## src/rtl/tile_sprite_renderer_pkg.sv

```systemverilog
// Shared definitions for the tile/sprite renderer: colours, animation
// state encoding and sprite frame numbers.
package tile_render_pkg;

    localparam logic [11:0] HP_RED     = 12'hB00;
    localparam logic [11:0] HP_BG      = 12'h333;
    localparam logic [11:0] SEL_BORDER = 12'h4AF;

    localparam int FRAME_W = 3;

    localparam logic [FRAME_W-1:0] FRAME_IDLE0     = 3'd0;
    localparam logic [FRAME_W-1:0] FRAME_IDLE1     = 3'd1;
    localparam logic [FRAME_W-1:0] FRAME_ATK_FIRST = 3'd2;
    localparam logic [FRAME_W-1:0] FRAME_ATK_LAST  = 3'd5;

    typedef enum logic {
        ANIM_IDLE   = 1'b0,
        ANIM_ATTACK = 1'b1
    } anim_state_t;

    // Brighten the green channel by one step without spilling into red.
    function automatic logic [11:0] green_inc(input logic [11:0] c);
        logic [11:0] r;
        r = c;
        if (c[7:4] != 4'hF)
            r[7:4] = c[7:4] + 4'd1;
        return r;
    endfunction

endpackage

```

## src/rtl/tile_sprite_renderer_if.sv

```systemverilog
// Read buses to the map, tile-texture and sprite ROMs (1-cycle latency).
interface tile_sprite_renderer_if #(
    parameter int NUM_SPRITES = 4
);
    logic [8:0]                map_addr;
    logic [3:0]                map_data;
    logic [13:0]               tex_addr;
    logic [11:0]               tex_data;
    logic [NUM_SPRITES*13-1:0] spr_addr;
    logic [NUM_SPRITES*12-1:0] spr_data;

    modport master (
        output map_addr, tex_addr, spr_addr,
        input  map_data, tex_data, spr_data
    );

    modport slave (
        input  map_addr, tex_addr, spr_addr,
        output map_data, tex_data, spr_data
    );
endinterface

```

## src/rtl/tile_sprite_renderer_anim.sv

```systemverilog
// Per-sprite animation sequencer: idle frames 0/1, attack frames 2..5.
module sprite_anim_fsm
    import tile_render_pkg::*;
#(
    parameter int IDLE_DIV = 8,
    parameter int ATK_DIV  = 4
) (
    input  logic               clk_25MHz,
    input  logic               reset,
    input  logic               anim_tick,
    input  logic               attack_req,
    output logic [FRAME_W-1:0] frame,
    output logic               attack_busy
);
    localparam int MAX_DIV = (IDLE_DIV > ATK_DIV) ? IDLE_DIV : ATK_DIV;
    localparam int CNT_W   = $clog2(MAX_DIV + 1);

    anim_state_t        state, state_n;
    logic [FRAME_W-1:0] frame_q, frame_n;
    logic [CNT_W-1:0]   tick_q, tick_n;

    // State, frame and tick counter registers.
    always_ff @(posedge clk_25MHz) begin
        if (reset) begin
            state   <= ANIM_IDLE;
            frame_q <= FRAME_IDLE0;
            tick_q  <= '0;
        end else begin
            state   <= state_n;
            frame_q <= frame_n;
            tick_q  <= tick_n;
        end
    end

    // Next-state: attack entry is immediate, all frame steps wait for a tick.
    always_comb begin
        state_n = state;
        frame_n = frame_q;
        tick_n  = tick_q;
        case (state)
            ANIM_IDLE: begin
                if (attack_req) begin
                    state_n = ANIM_ATTACK;
                    frame_n = FRAME_ATK_FIRST;
                    tick_n  = '0;
                end else if (anim_tick) begin
                    if (tick_q == CNT_W'(IDLE_DIV - 1)) begin
                        tick_n  = '0;
                        frame_n = (frame_q == FRAME_IDLE0) ? FRAME_IDLE1 : FRAME_IDLE0;
                    end else begin
                        tick_n = tick_q + 1'b1;
                    end
                end
            end
            ANIM_ATTACK: begin
                if (anim_tick) begin
                    if (tick_q == CNT_W'(ATK_DIV - 1)) begin
                        tick_n = '0;
                        if (frame_q == FRAME_ATK_LAST) begin
                            state_n = ANIM_IDLE;
                            frame_n = FRAME_IDLE0;
                        end else begin
                            frame_n = frame_q + 1'b1;
                        end
                    end else begin
                        tick_n = tick_q + 1'b1;
                    end
                end
            end
            default: begin
                state_n = ANIM_IDLE;
                frame_n = FRAME_IDLE0;
                tick_n  = '0;
            end
        endcase
    end

    // Outputs.
    always_comb begin
        frame       = frame_q;
        attack_busy = (state == ANIM_ATTACK);
    end

endmodule

```

## src/rtl/tile_sprite_renderer.sv

```systemverilog
// Tile-map renderer with animated sprite overlay, health bars and a
// selection cursor. Three-stage pipeline: map fetch, texel fetch, compose.
module tile_sprite_renderer
    import tile_render_pkg::*;
#(
    parameter int NUM_SPRITES = 4,
    parameter int TILE_BITS   = 5,
    parameter int MAP_W       = 20,
    parameter int MAP_H       = 15,
    parameter int HP_BITS     = 4,
    parameter int IDLE_DIV    = 8,
    parameter int ATK_DIV     = 4
) (
    input  logic                          clk_25MHz,
    input  logic                          reset,
    input  logic [9:0]                    h_cnt,
    input  logic [9:0]                    v_cnt,
    input  logic                          valid_in,
    input  logic                          hsync_in,
    input  logic                          vsync_in,
    input  logic                          anim_tick,
    input  logic [NUM_SPRITES*9-1:0]      sprite_pos,
    input  logic [NUM_SPRITES*HP_BITS-1:0] sprite_hp,
    input  logic [NUM_SPRITES-1:0]        attack_req,
    input  logic [8:0]                    selected_pos,
    tile_sprite_renderer_if.master        rom,
    output logic [11:0]                   pixel,
    output logic                          hsync,
    output logic                          vsync,
    output logic [NUM_SPRITES-1:0]        attack_busy
);
    localparam int TILE      = 1 << TILE_BITS;
    localparam int MAP_TILES = MAP_W * MAP_H;

    logic [FRAME_W-1:0] frame [NUM_SPRITES];

    for (genvar g = 0; g < NUM_SPRITES; g++) begin : g_anim
        sprite_anim_fsm #(
            .IDLE_DIV (IDLE_DIV),
            .ATK_DIV  (ATK_DIV)
        ) u_anim (
            .clk_25MHz   (clk_25MHz),
            .reset       (reset),
            .anim_tick   (anim_tick),
            .attack_req  (attack_req[g]),
            .frame       (frame[g]),
            .attack_busy (attack_busy[g])
        );
    end

    // Frame-stable copies of the game state.
    logic [8:0]         pos_q [NUM_SPRITES];
    logic [HP_BITS-1:0] hp_q  [NUM_SPRITES];
    logic [8:0]         sel_q;

    // Latch positions/health/cursor only during the (delayed) vsync pulse.
    always_ff @(posedge clk_25MHz) begin
        if (reset) begin
            for (int unsigned i = 0; i < NUM_SPRITES; i++) begin
                pos_q[i] <= 9'h1FF;
                hp_q[i]  <= '0;
            end
            sel_q <= 9'h1FF;
        end else if (!vsync) begin
            for (int unsigned i = 0; i < NUM_SPRITES; i++) begin
                pos_q[i] <= sprite_pos[i*9 +: 9];
                hp_q[i]  <= sprite_hp[i*HP_BITS +: HP_BITS];
            end
            sel_q <= selected_pos;
        end
    end

    // Stage 0: tile coordinates and map address from the raw counters.
    logic [9:0] tile_x0, tile_y0, tile_idx0;
    logic       on_map0;

    // Tile lookup for the current counter position.
    always_comb begin
        tile_x0      = h_cnt >> TILE_BITS;
        tile_y0      = v_cnt >> TILE_BITS;
        tile_idx0    = tile_x0 + 10'(MAP_W) * tile_y0;
        on_map0      = (tile_x0 < 10'(MAP_W)) && (tile_y0 < 10'(MAP_H));
        rom.map_addr = tile_idx0[8:0];
    end

    // Stage 1 registers.
    logic [TILE_BITS-1:0] lx1, ly1;
    logic [9:0]           tile1;
    logic                 on_map1, valid1, hs1, vs1;

    // Capture in-tile coordinates alongside the map fetch.
    always_ff @(posedge clk_25MHz) begin
        if (reset) begin
            lx1     <= '0;
            ly1     <= '0;
            tile1   <= '0;
            on_map1 <= 1'b0;
            valid1  <= 1'b0;
            hs1     <= 1'b1;
            vs1     <= 1'b1;
        end else begin
            lx1     <= h_cnt[TILE_BITS-1:0];
            ly1     <= v_cnt[TILE_BITS-1:0];
            tile1   <= tile_idx0;
            on_map1 <= on_map0;
            valid1  <= valid_in;
            hs1     <= hsync_in;
            vs1     <= vsync_in;
        end
    end

    logic [NUM_SPRITES*13-1:0] spr_addr_c;

    // Texture and sprite addresses: {image, ly, lx}.
    always_comb begin
        rom.tex_addr = 14'(lx1) + 14'(14'(ly1) << TILE_BITS)
                     + 14'(14'(rom.map_data) << (2 * TILE_BITS));
        spr_addr_c = '0;
        for (int unsigned i = 0; i < NUM_SPRITES; i++)
            spr_addr_c[i*13 +: 13] = 13'(lx1) + 13'(13'(ly1) << TILE_BITS)
                                   + 13'(13'(frame[i]) << (2 * TILE_BITS));
        rom.spr_addr = spr_addr_c;
    end

    // Stage 2 registers.
    logic [TILE_BITS-1:0]   lx2, ly2;
    logic [NUM_SPRITES-1:0] hit2;
    logic                   sel2, valid2, hs2, vs2;

    // Resolve which sprites and whether the cursor cover this tile.
    always_ff @(posedge clk_25MHz) begin
        if (reset) begin
            lx2    <= '0;
            ly2    <= '0;
            hit2   <= '0;
            sel2   <= 1'b0;
            valid2 <= 1'b0;
            hs2    <= 1'b1;
            vs2    <= 1'b1;
        end else begin
            lx2 <= lx1;
            ly2 <= ly1;
            for (int unsigned i = 0; i < NUM_SPRITES; i++)
                hit2[i] <= on_map1 && (tile1 == {1'b0, pos_q[i]})
                        && ({1'b0, pos_q[i]} < 10'(MAP_TILES)) && (hp_q[i] != '0);
            sel2   <= on_map1 && (tile1 == {1'b0, sel_q}) && ({1'b0, sel_q} < 10'(MAP_TILES));
            valid2 <= valid1;
            hs2    <= hs1;
            vs2    <= vs1;
        end
    end

    logic [TILE_BITS-1:0] bar_len [NUM_SPRITES];
    logic [11:0]          color;
    logic                 border;

    // Compose: tile, then sprites (lowest index on top), bars, cursor.
    always_comb begin
        for (int unsigned i = 0; i < NUM_SPRITES; i++)
            bar_len[i] = TILE_BITS'(hp_q[i]) << (TILE_BITS - HP_BITS);
        border = (lx2 < TILE_BITS'(2)) || (lx2 > TILE_BITS'(TILE - 3))
              || (ly2 < TILE_BITS'(2)) || (ly2 > TILE_BITS'(TILE - 3));
        color = rom.tex_data;
        // Walk from the highest index down so lower indices overwrite.
        for (int unsigned k = 0; k < NUM_SPRITES; k++) begin
            if (hit2[NUM_SPRITES-1-k] && (rom.spr_data[(NUM_SPRITES-1-k)*12 +: 12] != '0))
                color = rom.spr_data[(NUM_SPRITES-1-k)*12 +: 12];
        end
        for (int unsigned k = 0; k < NUM_SPRITES; k++) begin
            if (hit2[NUM_SPRITES-1-k] && (ly2 < TILE_BITS'(2)))
                color = (lx2 < bar_len[NUM_SPRITES-1-k]) ? HP_RED : HP_BG;
        end
        if (sel2)
            color = border ? SEL_BORDER : green_inc(color);
    end

    // Stage 3: registered pixel and syncs, blanked outside the active area.
    always_ff @(posedge clk_25MHz) begin
        if (reset) begin
            pixel <= '0;
            hsync <= 1'b1;
            vsync <= 1'b1;
        end else begin
            pixel <= valid2 ? color : 12'h000;
            hsync <= hs2;
            vsync <= vs2;
        end
    end

endmodule

```

## src/flat_wrapper.sv

```systemverilog
// flat-port wrapper written by rule: the top's interface ports become plain ports
module tile_sprite_renderer_flat import tile_render_pkg::*;
#(
    parameter int NUM_SPRITES = 4,
    parameter int TILE_BITS   = 5,
    parameter int MAP_W       = 20,
    parameter int MAP_H       = 15,
    parameter int HP_BITS     = 4,
    parameter int IDLE_DIV    = 8,
    parameter int ATK_DIV     = 4
)
  (clk_25MHz, reset, h_cnt, v_cnt, valid_in, hsync_in, vsync_in, anim_tick, sprite_pos, sprite_hp, attack_req, selected_pos, pixel, hsync, vsync, attack_busy, rom_map_addr, rom_tex_addr, rom_spr_addr, rom_map_data, rom_tex_data, rom_spr_data);
  tile_sprite_renderer_if #(.NUM_SPRITES(NUM_SPRITES)) rom_i ();
  input  logic clk_25MHz;
  input  logic reset;
  input  logic [9:0] h_cnt;
  input  logic [9:0] v_cnt;
  input  logic valid_in;
  input  logic hsync_in;
  input  logic vsync_in;
  input  logic anim_tick;
  input  logic [NUM_SPRITES*9-1:0] sprite_pos;
  input  logic [NUM_SPRITES*HP_BITS-1:0] sprite_hp;
  input  logic [NUM_SPRITES-1:0] attack_req;
  input  logic [8:0] selected_pos;
  output logic [11:0] pixel;
  output logic hsync;
  output logic vsync;
  output logic [NUM_SPRITES-1:0] attack_busy;
  output wire logic [$bits(rom_i.map_addr)-1:0] rom_map_addr;
  output wire logic [$bits(rom_i.tex_addr)-1:0] rom_tex_addr;
  output wire logic [$bits(rom_i.spr_addr)-1:0] rom_spr_addr;
  input wire logic [$bits(rom_i.map_data)-1:0] rom_map_data;
  input wire logic [$bits(rom_i.tex_data)-1:0] rom_tex_data;
  input wire logic [$bits(rom_i.spr_data)-1:0] rom_spr_data;
  assign rom_map_addr = rom_i.map_addr;
  assign rom_tex_addr = rom_i.tex_addr;
  assign rom_spr_addr = rom_i.spr_addr;
  assign rom_i.map_data = rom_map_data;
  assign rom_i.tex_data = rom_tex_data;
  assign rom_i.spr_data = rom_spr_data;
  tile_sprite_renderer #(.NUM_SPRITES(NUM_SPRITES), .TILE_BITS(TILE_BITS), .MAP_W(MAP_W), .MAP_H(MAP_H), .HP_BITS(HP_BITS), .IDLE_DIV(IDLE_DIV), .ATK_DIV(ATK_DIV)) u_core (.clk_25MHz(clk_25MHz), .reset(reset), .h_cnt(h_cnt), .v_cnt(v_cnt), .valid_in(valid_in), .hsync_in(hsync_in), .vsync_in(vsync_in), .anim_tick(anim_tick), .sprite_pos(sprite_pos), .sprite_hp(sprite_hp), .attack_req(attack_req), .selected_pos(selected_pos), .rom(rom_i), .pixel(pixel), .hsync(hsync), .vsync(vsync), .attack_busy(attack_busy));
endmodule
```

## config.mk

```make
export PLATFORM = sky130hd
export DESIGN_NAME = tile_sprite_renderer_flat
export DESIGN_NICKNAME = d
export VERILOG_FILES = /design/src/rtl/tile_sprite_renderer_pkg.sv /design/src/rtl/tile_sprite_renderer_if.sv /design/src/rtl/tile_sprite_renderer_anim.sv /design/src/rtl/tile_sprite_renderer.sv /design/src/flat_wrapper.sv
export SDC_FILE = /design/constraint.sdc
export NUM_CORES = 1
export LEC_CHECK = 0
export CAP_MARGIN = 5
export CORE_MARGIN = 5
export CORE_UTILIZATION = 43
export DETAILED_ROUTE_END_ITERATION = 8
export PLACE_DENSITY = 0.75
export SYNTH_ARGS = -nofsm -noshare
export SYNTH_HDL_FRONTEND = slang
export SYNTH_SLANG_ARGS = --single-unit
```

## constraint.sdc

```tcl
create_clock -name clk_25MHz -period 6.2 [get_ports clk_25MHz]
set_input_delay 1.24 -clock clk_25MHz [delete_from_list [all_inputs] [get_ports clk_25MHz]]
set_output_delay 1.24 -clock clk_25MHz [all_outputs]
set_load 0.05 [all_outputs]
```

[Yosys cells after proc, flatten, opt, wreduce, memory -nomap -nowiden]
Memory sizes are Yosys's and may differ from the RTL's.
Cells that the tools add are included.
Operators by class
  add/sub/neg operators: 17
  $mul: 1
  div/mod/pow operators: 0
  magnitude comparators: 15
  eq/ne operators: 34
  shift operators: 0
  multiplexer cells: 104
  bitwise operators: 13
  reductions and logical operators: 47
Operators with widths (count)
  $mux W12: 14
  $mux W4: 25
  $mux W3: 24
  $add A13 B13 Y13: 4
  $eq A10 B9 Y1: 5
  $reduce_bool A12 Y1: 4
  $lt A9 B9 Y1 const B: 5
  $mux W9: 4
  $pmux W4 S2: 4
  $mux W1: 25
  $ne A3 B3 Y1 const B: 8
  $pmux W3 S2: 4
  $logic_and A1 B1 Y1: 23
  $add A5 B10 Y11: 2
  $add A4 B1 Y4 const B: 5
  $lt A5 B5 Y1: 4
  $eq A4 B2 Y1 const B: 4
  $eq A4 B3 Y1 const B: 4
  $reduce_and A4 Y1: 4
  $reduce_bool A4 Y1: 4
  $add A14 B14 Y14: 1
  $add A3 B1 Y3 const B: 4
  $eq A3 B3 Y1 const B: 4
  $logic_not A3 Y1: 4
  15 further kinds: 42
Word-level totals
  register bits: 97
  bits in latches: 0
  RAM bits: 52
  bits in read-only memories: 0
  bits of input ports: 155
  output and inout port bits: 93
  word-level logic and storage cells: 263
  memories kept: 2
Memory list
  u_core.pos_q: words 4, width 9, read ports 4, clocked after Yosys merged registers in 0, wr ports 4, RTL line tile_sprite_renderer.sv:52  | logic [8:0] pos_q [NUM_SPRITES];
  u_core.hp_q: words 4, width 4, read ports 4, clocked after Yosys merged registers in 0, wr ports 4, RTL line tile_sprite_renderer.sv:53  | logic [HP_BITS-1:0] hp_q [NUM_SPRITES];

[Depth between registers and ports, before layout]
Gate-level depths: netlist (run 1).
  word-level depth: 14
  gate-level depth with buffers: 14
  mapped depth without buffers: 14

[Hierarchy]
From an unflattened synthesis (run 1), not the netlist that was laid out.
Second synthesis, totals
  cell total of the unflattened synthesis: 816
  area, all modules: 7921.3 µm²
By module, submodules not included
  tile_sprite_renderer: times used 1, cells each 632, area each 6254.7 µm², sequential area each 2822.7 µm²
  sprite_anim_fsm: times used 4, cells each 46, area each 416.6 µm², sequential area each 160.2 µm²

[Least setup slack after synthesis (run 1)]
OpenSTA, ideal clock, no wires.
  path type: input port to output port
  start: input v_cnt[6]
  end: output rom_map_addr[8]
  arrival: 2.980 ns
  required time: 4.960 ns
  setup slack: 1.980 ns
  stages on the path: 7
  path buffers: 1
  cells stage by stage: ha_1 > ha_1 > inv_1 > fa_1 > or3_1 > xnor2_1 > buf_4
On the way
  cells in the longest elaborated chain, start to end: 2
RTL lines
  start, declared: RTL line flat_wrapper.sv:17  | input logic [9:0] v_cnt;
  $mul A3 B5 Y8: RTL line tile_sprite_renderer.sv:81  | tile_idx0 = tile_x0 + 10'(MAP_W) * tile_y0;
  $add A5 B10 Y10: RTL line tile_sprite_renderer.sv:81
  end, declared: RTL line flat_wrapper.sv:30  | output wire logic [$bits(rom_i.map_addr)-1:0] rom_map_addr;
Every way passes these cells.

[Worst setup path in the final report (run 1)]
Ends and elaborated chain as after synthesis.

==> qor.yml, run 1 <==
run_status:
  status: "finished, final reports clean"
timing:
  rsz0062_at_grt: "false"
  holdWs_ps: 409
  hold_viol: 0
  drv_slew: 0
  clock-skew-final_ps: 6.43
  max_frequency_mhz: 181
  finalSetupTns_ps: 0
  finalSetupViolations: 0
  finalCritPeriodShare: 0.890
  slew-limit-headroom: 0.410
  tightest_slew_ps: 883
  layout_min_cycle_time_ps: 5520
synth:
  multiplexer_share_of_the_synthesized_area: 0.0185
  synth_compound_gate_area_share: 0.128
  synth_top_cell_area_share: 0.240
  yosysTopAreaCell: "sky130_fd_sc_hd__dfxtp_1"
  synth.area.top_cells: "sky130_fd_sc_hd__dfxtp_1 (24%), sky130_fd_sc_hd__edfxtp_1 (20%), sky130_fd_sc_hd__buf_4 (5.4%)"
  synth_simple_gate_area_share: 0.213
  ys_types: 62
  synth.cells.most_frequent: "sky130_fd_sc_hd__dfxtp_1 (95), sky130_fd_sc_hd__buf_4 (57), sky130_fd_sc_hd__edfxtp_1 (52)"
  synth_ff_type: "sky130_fd_sc_hd__dfxtp_1"
  synth_seq_area_share: 0.437
  postSynthAreaPerCell_um2: 9.48
  largest_family_of_logic_cells_by_synthesized_area: "simple AND/OR/NAND/NOR gates"
  mappedNetlistNets: 1018
  yosys_register_bits: 147
  synthArstFlopShare: 0
  synthAdderAreaFrac: 0.0462
  synth_enable_flop_cells: 52
  synth-xor-area-share: 0.0642
  synth_area_um2: 7920
  yosysMostFrequentCell: "sky130_fd_sc_hd__dfxtp_1"
  syn_inst: 835
  yosysWarningCount: 0
floorplanning:
  die_height_um: 146
  fp.dieW_um: 146
  ios: 248
  floorplan.die_area_um2: 21200
  core_um2: 18000
  placement_rows: 49
  start_util: 0.439
layout:
  final_nets: 1183
  syn_to_final_growth_pct: 34.5
  layout-drive-gt1-share: 0.0602
  area_of_all_sequential_standard_cells_um2: 3460
  final_cell_area_um2: 10600
  multi_input_area_um2: 3720
  finalCoreUtilization: 0.591
  antenna-diode-count: 0
  n_fill_cell: 1558
route:
  routed_wire_length_per_instance_um: 16.8
  detailroute.via_count: 6616
  vias_per_cell: 5.33
  detail_route.drc_violations: 0
  drt_iter0_markers: 374
  totalWireLength_um: 20900
  postRouteAntennaNets: 0
  detailed_routing_iterations_pass_1: 5
setup_path:
  highest_delay_cell_along_the_critical_path: "sky130_fd_sc_hd__clkdlybuf4s50_1"
  crit_fanout: 4
  critPathLaunchType: "input port"
  critical_path_arrival_ps: 4280
  crit_path_cell_trace: "clkdlybuf4s50_1 -> ha_1 -> ha_1 -> inv_1 -> fa_1 -> xor2_1 -> or3_1 -> xnor2_1 -> clkdlybuf4s50_1"
  critical_path.endpoint_type: "primary output"
  critPathKind: "in -> out"
  worst-endpoint-required_ps: 4960
  critical-path-top-delay-family: "buffers and inverters"
  crit_buf_inv: 3
  critical_path.max_stage_delay_ps: 840
grt:
  grt_start_max_net_pins: 82
  grt_pass1_vias: 6477
  grt_pass1_wl_um: 33300
  global_route.overflow_total: 0
  antenna_violations_before_repair: 0
  gr-usage-all-layers: 0.193
cts:
  tritoncts_clock_tree: "yes"
  cts-root-to-sink-buffers: 2
  cts_root_buf: "sky130_fd_sc_hd__clkbuf_16"
  clock-sinks: 147
  clk_latency_ps: 420
  cts_hold_buf: 0
  cts_inserted_buffers: 17
  cts_setup_buffers: 0
  postCtsResizedCells: 0
  cts-htree-levels: 4
  cts.reportedPaths.clkPinSlew_ps: 60
pwr:
  ir_drop_v: 0.000188
  power_leakage_uw: 0.00380
  power_uw: 2650
  power.density_nw_per_um2: 249
placed_design:
  placed_cell_area_um2: 10000
  globalplace.congestion: 0.901
  post-dp-hpwl_um: 15900
  portBuffers: 239
hold_path:
  hold_path_class: "reg -> reg"
run:
  number_of_max_capacitance_violations_reported: 0
[path summary, 6_finish.rpt]
check / startpoint / endpoint / slack (ps) / depth (start not counted)
max: v_cnt[6] / rom_map_addr[8] / 680 / 9
min: u_core.vs1$_SDFF_PP1_ / u_core.vs2$_SDFF_PP1_ / 410 / 1
max reg2reg: u_core.ly2[4]$_SDFF_PP0_ / u_core.pixel[4]$_SDFF_PP0_ / 3010 / 12
min reg2reg: u_core.vs1$_SDFF_PP1_ / u_core.vs2$_SDFF_PP1_ / 410 / 1
[cell usage in the layout (no fill, tap or decap), types with 5 or more instances in the layout]
cell                              netlist  routed
sky130_fd_sc_hd__a211o_1                9       9
sky130_fd_sc_hd__xor2_1                29      29
sky130_fd_sc_hd__buf_4                 57       7
sky130_fd_sc_hd__or4_1                 10      10
sky130_fd_sc_hd__nor2b_1               46      46
sky130_fd_sc_hd__o31ai_1                7       7
sky130_fd_sc_hd__a211oi_1              11      11
sky130_fd_sc_hd__and2_1                17      17
sky130_fd_sc_hd__o22ai_1                6       6
sky130_fd_sc_hd__o21ai_0               31      31
sky130_fd_sc_hd__nor2_1                49      49
sky130_fd_sc_hd__inv_6                  0       5
sky130_fd_sc_hd__mux2_2                 5       5
sky130_fd_sc_hd__o211ai_1               6       6
sky130_fd_sc_hd__nor3_1                35      35
sky130_fd_sc_hd__ha_1                  26      26
sky130_fd_sc_hd__a21oi_1               27      27
sky130_fd_sc_hd__xnor2_1               29      29
sky130_fd_sc_hd__nor4_1                14      14
sky130_fd_sc_hd__nand2_1               44      44
sky130_fd_sc_hd__a221oi_1               5       5
sky130_fd_sc_hd__inv_1                 32      32
sky130_fd_sc_hd__nand3_1               13      13
sky130_fd_sc_hd__nand4_1               14      14
sky130_fd_sc_hd__or2_2                 11      11
sky130_fd_sc_hd__clkdlybuf4s50_1        0     238
sky130_fd_sc_hd__or3_1                 38      38
sky130_fd_sc_hd__dfxtp_1               95      95
sky130_fd_sc_hd__mux2i_1                9       9
sky130_fd_sc_hd__clkbuf_16              0      17
sky130_fd_sc_hd__a21o_1                 9       9
sky130_fd_sc_hd__edfxtp_1              52      52
[where the power goes]
part | switching (uW) | internal, uW
logic | 264 | 223
clock network | 431 | 647
registers | 52.2 | 1040
total | 748 | 1900
[stage by stage]
stage	setup slack, ps	instances
after floorplan	1980	835
final	679	1242
after CTS	671	1242
after global placement	739	1210
after global routing	526	1242
after detailed placement	681	1210
[per-layer routing]
layer  wire, um  global-route usage
met1       8530               0.221
met2      10500               0.338
met3       1490              0.0651
met4        391              0.0597
met5          0                   0
[cell type report]
type,instances,area share
inverters,32,0.0113
repair buffers,245,0.229
flip-flops and latches,147,0.325
clock buffers,17,0.0399
multi-input cells,557,0.349
well taps,229,0.0269
clock inverters,15,0.0186
[registers in the layout, indices dropped and copies added, names as in the netlist, 9 cells and up]
| signal | cells |
|---|---|
| u_core.g_anim.u_anim.tick_q | 16 |
| u_core.hp_q | 16 |
| u_core.g_anim.u_anim.frame | 12 |
| u_core.pos_q | 36 |
| u_core.sel_q | 9 |
| u_core.pixel | 12 |
| u_core.tile1 | 10 |
[cells by family (layout without fill, tap and decap cells)]
| family | Yosys count | after routing |
|---|---|---|
| AND/OR/NAND/NOR | 310 | 310 |
| flip-flops | 147 | 147 |
| XOR/XNOR | 58 | 58 |
| adder cells (fa/ha/maj) | 28 | 28 |
| AO/OA/AOI/OAI | 147 | 147 |
| buffers and inverters | 131 | 309 |
| multiplexers | 14 | 14 |
Power figures use the tool's default switching activity.
==> run 2, diff against run 1 <==
Settings changed: CORE_ASPECT_RATIO from default to 0.75, PLACE_DENSITY 0.75 to 0.71.
==> run 2 against run 1 <==
Compared with the run above: clock power fell by 7%; clock-buffer cell count rose by 2; combinational power barely moved; die area rose by 0.13%; register-to-register slack improved by 30 ps; first-iteration DRC count rose by 20%; via count fell by 0.45%; utilization fell by 0.99 points; hold slack barely moved; final cell count rose by 1.4%; clock skew rose by 0.72 ps; critical endpoint unchanged.
==> qor.yml, run 2 (same netlist as run 1, synthesis figures left out) <==
grt:
  antenna_violations_before_repair: 2  # +2
  grt_pass1_wl_um: 33900  # +1.9%
  gr-usage-all-layers: 0.199  # +0.00592
  grt_pass1_vias: 6307  # -2.6%
  global_route.overflow_total: 0  # unchanged
  grt_start_max_net_pins: 62  # -24%
placed_design:
  portBuffers: 239  # unchanged
  post-dp-hpwl_um: 16000  # +0.36%
  preCtsSetupSlack_ps: 724  # +43.1 ps
  globalplace.congestion: 0.850  # -5.7%
cts:
  postCtsResizedCells: 0  # unchanged
  clock-sinks: 147  # unchanged
  clk_latency_ps: 420  # about the same
  cts.reportedPaths.clkPinSlew_ps: 60  # about the same
  cts-htree-levels: 4  # unchanged
  cts_hold_buf: 0  # unchanged
  cts_inserted_buffers: 17  # unchanged
  cts_setup_buffers: 0  # unchanged
  tritoncts_clock_tree: "yes"
  cts-root-to-sink-buffers: 2  # unchanged
  cts_root_buf: "sky130_fd_sc_hd__clkbuf_16"
layout:
  n_fill_cell: 1621  # +4.0%
  syn_to_final_growth_pct: 34.2
  most-common-layout-cells: "sky130_fd_sc_hd__clkdlybuf4s50_1 (238), sky130_fd_sc_hd__dfxtp_1 (95), sky130_fd_sc_hd__edfxtp_1 (52), sky130_fd_sc_hd__nor2_1 (49), sky130_fd_sc_hd__nor2b_1 (46)"
  antenna-diode-count: 0  # unchanged
  layout-drive-gt1-share: 0.0612  # +0.000987
  multi_input_area_um2: 3720  # unchanged
  finalCoreUtilization: 0.581  # -0.00995
  reg.largest.list: "u_core.pos_q: 36 flops, u_core.g_anim.u_anim.tick_q: 16 flops, u_core.hp_q: 16 flops"
  area_of_all_sequential_standard_cells_um2: 3460  # unchanged
  final_nets: 1183  # unchanged
  largest_register_ffs: 36  # unchanged
  layout.cells.most_common: "sky130_fd_sc_hd__clkdlybuf4s50_1"
  max_flop_register: "u_core.pos_q"
route:
  routed_wire_length_per_instance_um: 17.0  # +1.2%
  vias_per_cell: 5.23  # -1.9%
  postRouteAntennaNets: 0  # unchanged
  detailroute.via_count: 6586  # -0.45%
  totalWireLength_um: 21400  # +2.7%
  detail_route.drc_violations: 0  # unchanged
  detailed_routing_iterations_pass_1: 5  # unchanged
  drt_iter0_markers: 447  # +20%
floorplanning:
  floorplan.die_area_um2: 21300  # +0.13%
  fp.dieW_um: 167  # +14%
  placement_rows: 43  # -12%
  ios: 248  # unchanged
  die_height_um: 128  # -12%
  start_util: 0.433  # -0.00643
  core_um2: 18300  # +1.5%
pwr:
  power_leakage_uw: 0.00379  # -0.38%
  power.density_nw_per_um2: 243  # -2.6%
  ir_drop_v: 0.000153  # -18%
setup_path:
  critical_path.endpoint_type: "primary output"
  critical_path_arrival_ps: 4240  # -40 ps
  critical-path-top-delay-family: "buffers and inverters"
  crit_fanout: 4  # unchanged
  critPathLaunchType: "input port"
  critical_path.max_stage_delay_ps: 850  # about the same
  crit_path_cell_trace: "clkdlybuf4s50_1 -> ha_1 -> ha_1 -> inv_1 -> fa_1 -> or3_1 -> xnor2_1 -> clkdlybuf4s50_1"
  highest_delay_cell_along_the_critical_path: "sky130_fd_sc_hd__clkdlybuf4s50_1"
  worst-endpoint-required_ps: 4960  # about the same
  crit_buf_inv: 3  # unchanged
  critPathKind: "in -> out"
timing:
  finalSetupTns_ps: 0  # unchanged
  slew-limit-headroom: 0.383  # -0.0269
  rsz0062_at_grt: "false"
  drv_slew: 0  # unchanged
  tightest_slew_ps: 923  # +40.3 ps
  clock-skew-final_ps: 7.15  # +0.724 ps
  max_frequency_mhz: 182  # +0.71%
  finalCritPeriodShare: 0.884  # -0.00623
  finalSetupViolations: 0  # unchanged
  layout_setup_ws_ps: 718  # +38.6 ps
  layout_min_cycle_time_ps: 5480  # -38.6 ps
  hold_viol: 0  # unchanged
hold_path:
  hold_path_class: "reg -> reg"
run:
  number_of_max_capacitance_violations_reported: 0  # unchanged
run_status:
  status: "finished, final reports clean"
-- run 2: cell types whose count changed in the layout (fill, tap and decap cells not counted), moves of 2 or more --
cell	delta
sky130_fd_sc_hd__clkinv_4	+3
sky130_fd_sc_hd__clkinv_2	+2
sky130_fd_sc_hd__clkbuf_8	+2
sky130_fd_sc_hd__inv_8	-2
sky130_fd_sc_hd__bufinv_16	-2
-- run 2: through the flow --
step	power, uW	cell area (um2)	cells	hold WS, ps
6_report	2580	10600	1260	409
4_1_cts	2600	10600	1260	414
5_1_grt	2680	10600	1260	427
2_1_floorplan	1420	7920	835	389
3_3_place_gp	1590	10000	1228	391
3_5_place_dp	1600	10000	1228	398
-- run 2: final cells by class --
type                    instances  share of cell area
multi-input cells             557               0.350
flip-flops and latches        147               0.326
repair buffers                245               0.229
clock buffers                  19              0.0426
well taps                     247              0.0291
clock inverters                13              0.0117
inverters                      32              0.0113
-- run 2: worst reg2reg max path: cells and delay by family, from the launching register on --
| family | cells | cell delay (ps) |
|---|---|---|
| mux | 1 | 350 |
| buf+inv | 1 | 80 |
| simple gates | 5 | 1580 |
| flops | 1 | 320 |
| fa+ha+maj | 1 | 190 |
| compound gates | 4 | 550 |
-- run 2: worst paths after layout --
| kind | from | to | slack, ps | cells after the start |
|---|---|---|---|---|
| max reg2reg | u_core.ly2[4]$_SDFF_PP0_ | u_core.pixel[4]$_SDFF_PP0_ | 3040 | 12 |
| min reg2reg | u_core.hs2$_SDFF_PP1_ | u_core.hsync$_SDFF_PP1_ | 410 | 1 |
| min | u_core.hs2$_SDFF_PP1_ | u_core.hsync$_SDFF_PP1_ | 410 | 1 |
| max | v_cnt[6] | rom_map_addr[8] | 720 | 8 |
-- run 2: where the power goes --
part | leakage, uW | switching [uW] | internal, uW | total (uW)
clock | 0.000285 | 422 | 579 | 1000
sequential | 0.00121 | 56.2 | 1040 | 1090
combinational | 0.00229 | 263 | 223 | 486
-- run 2: metal layers --
layer | share of wire | global-route usage | vias up
li1 | - | - | 3259
met1 | 0.49 | 0.291 | 3071
met2 | 0.43 | 0.289 | 227
met3 | 0.072 | 0.0544 | 25
met4 | 0.011 | 0.0529 | 4
met5 | 0.0013 | 0 | -
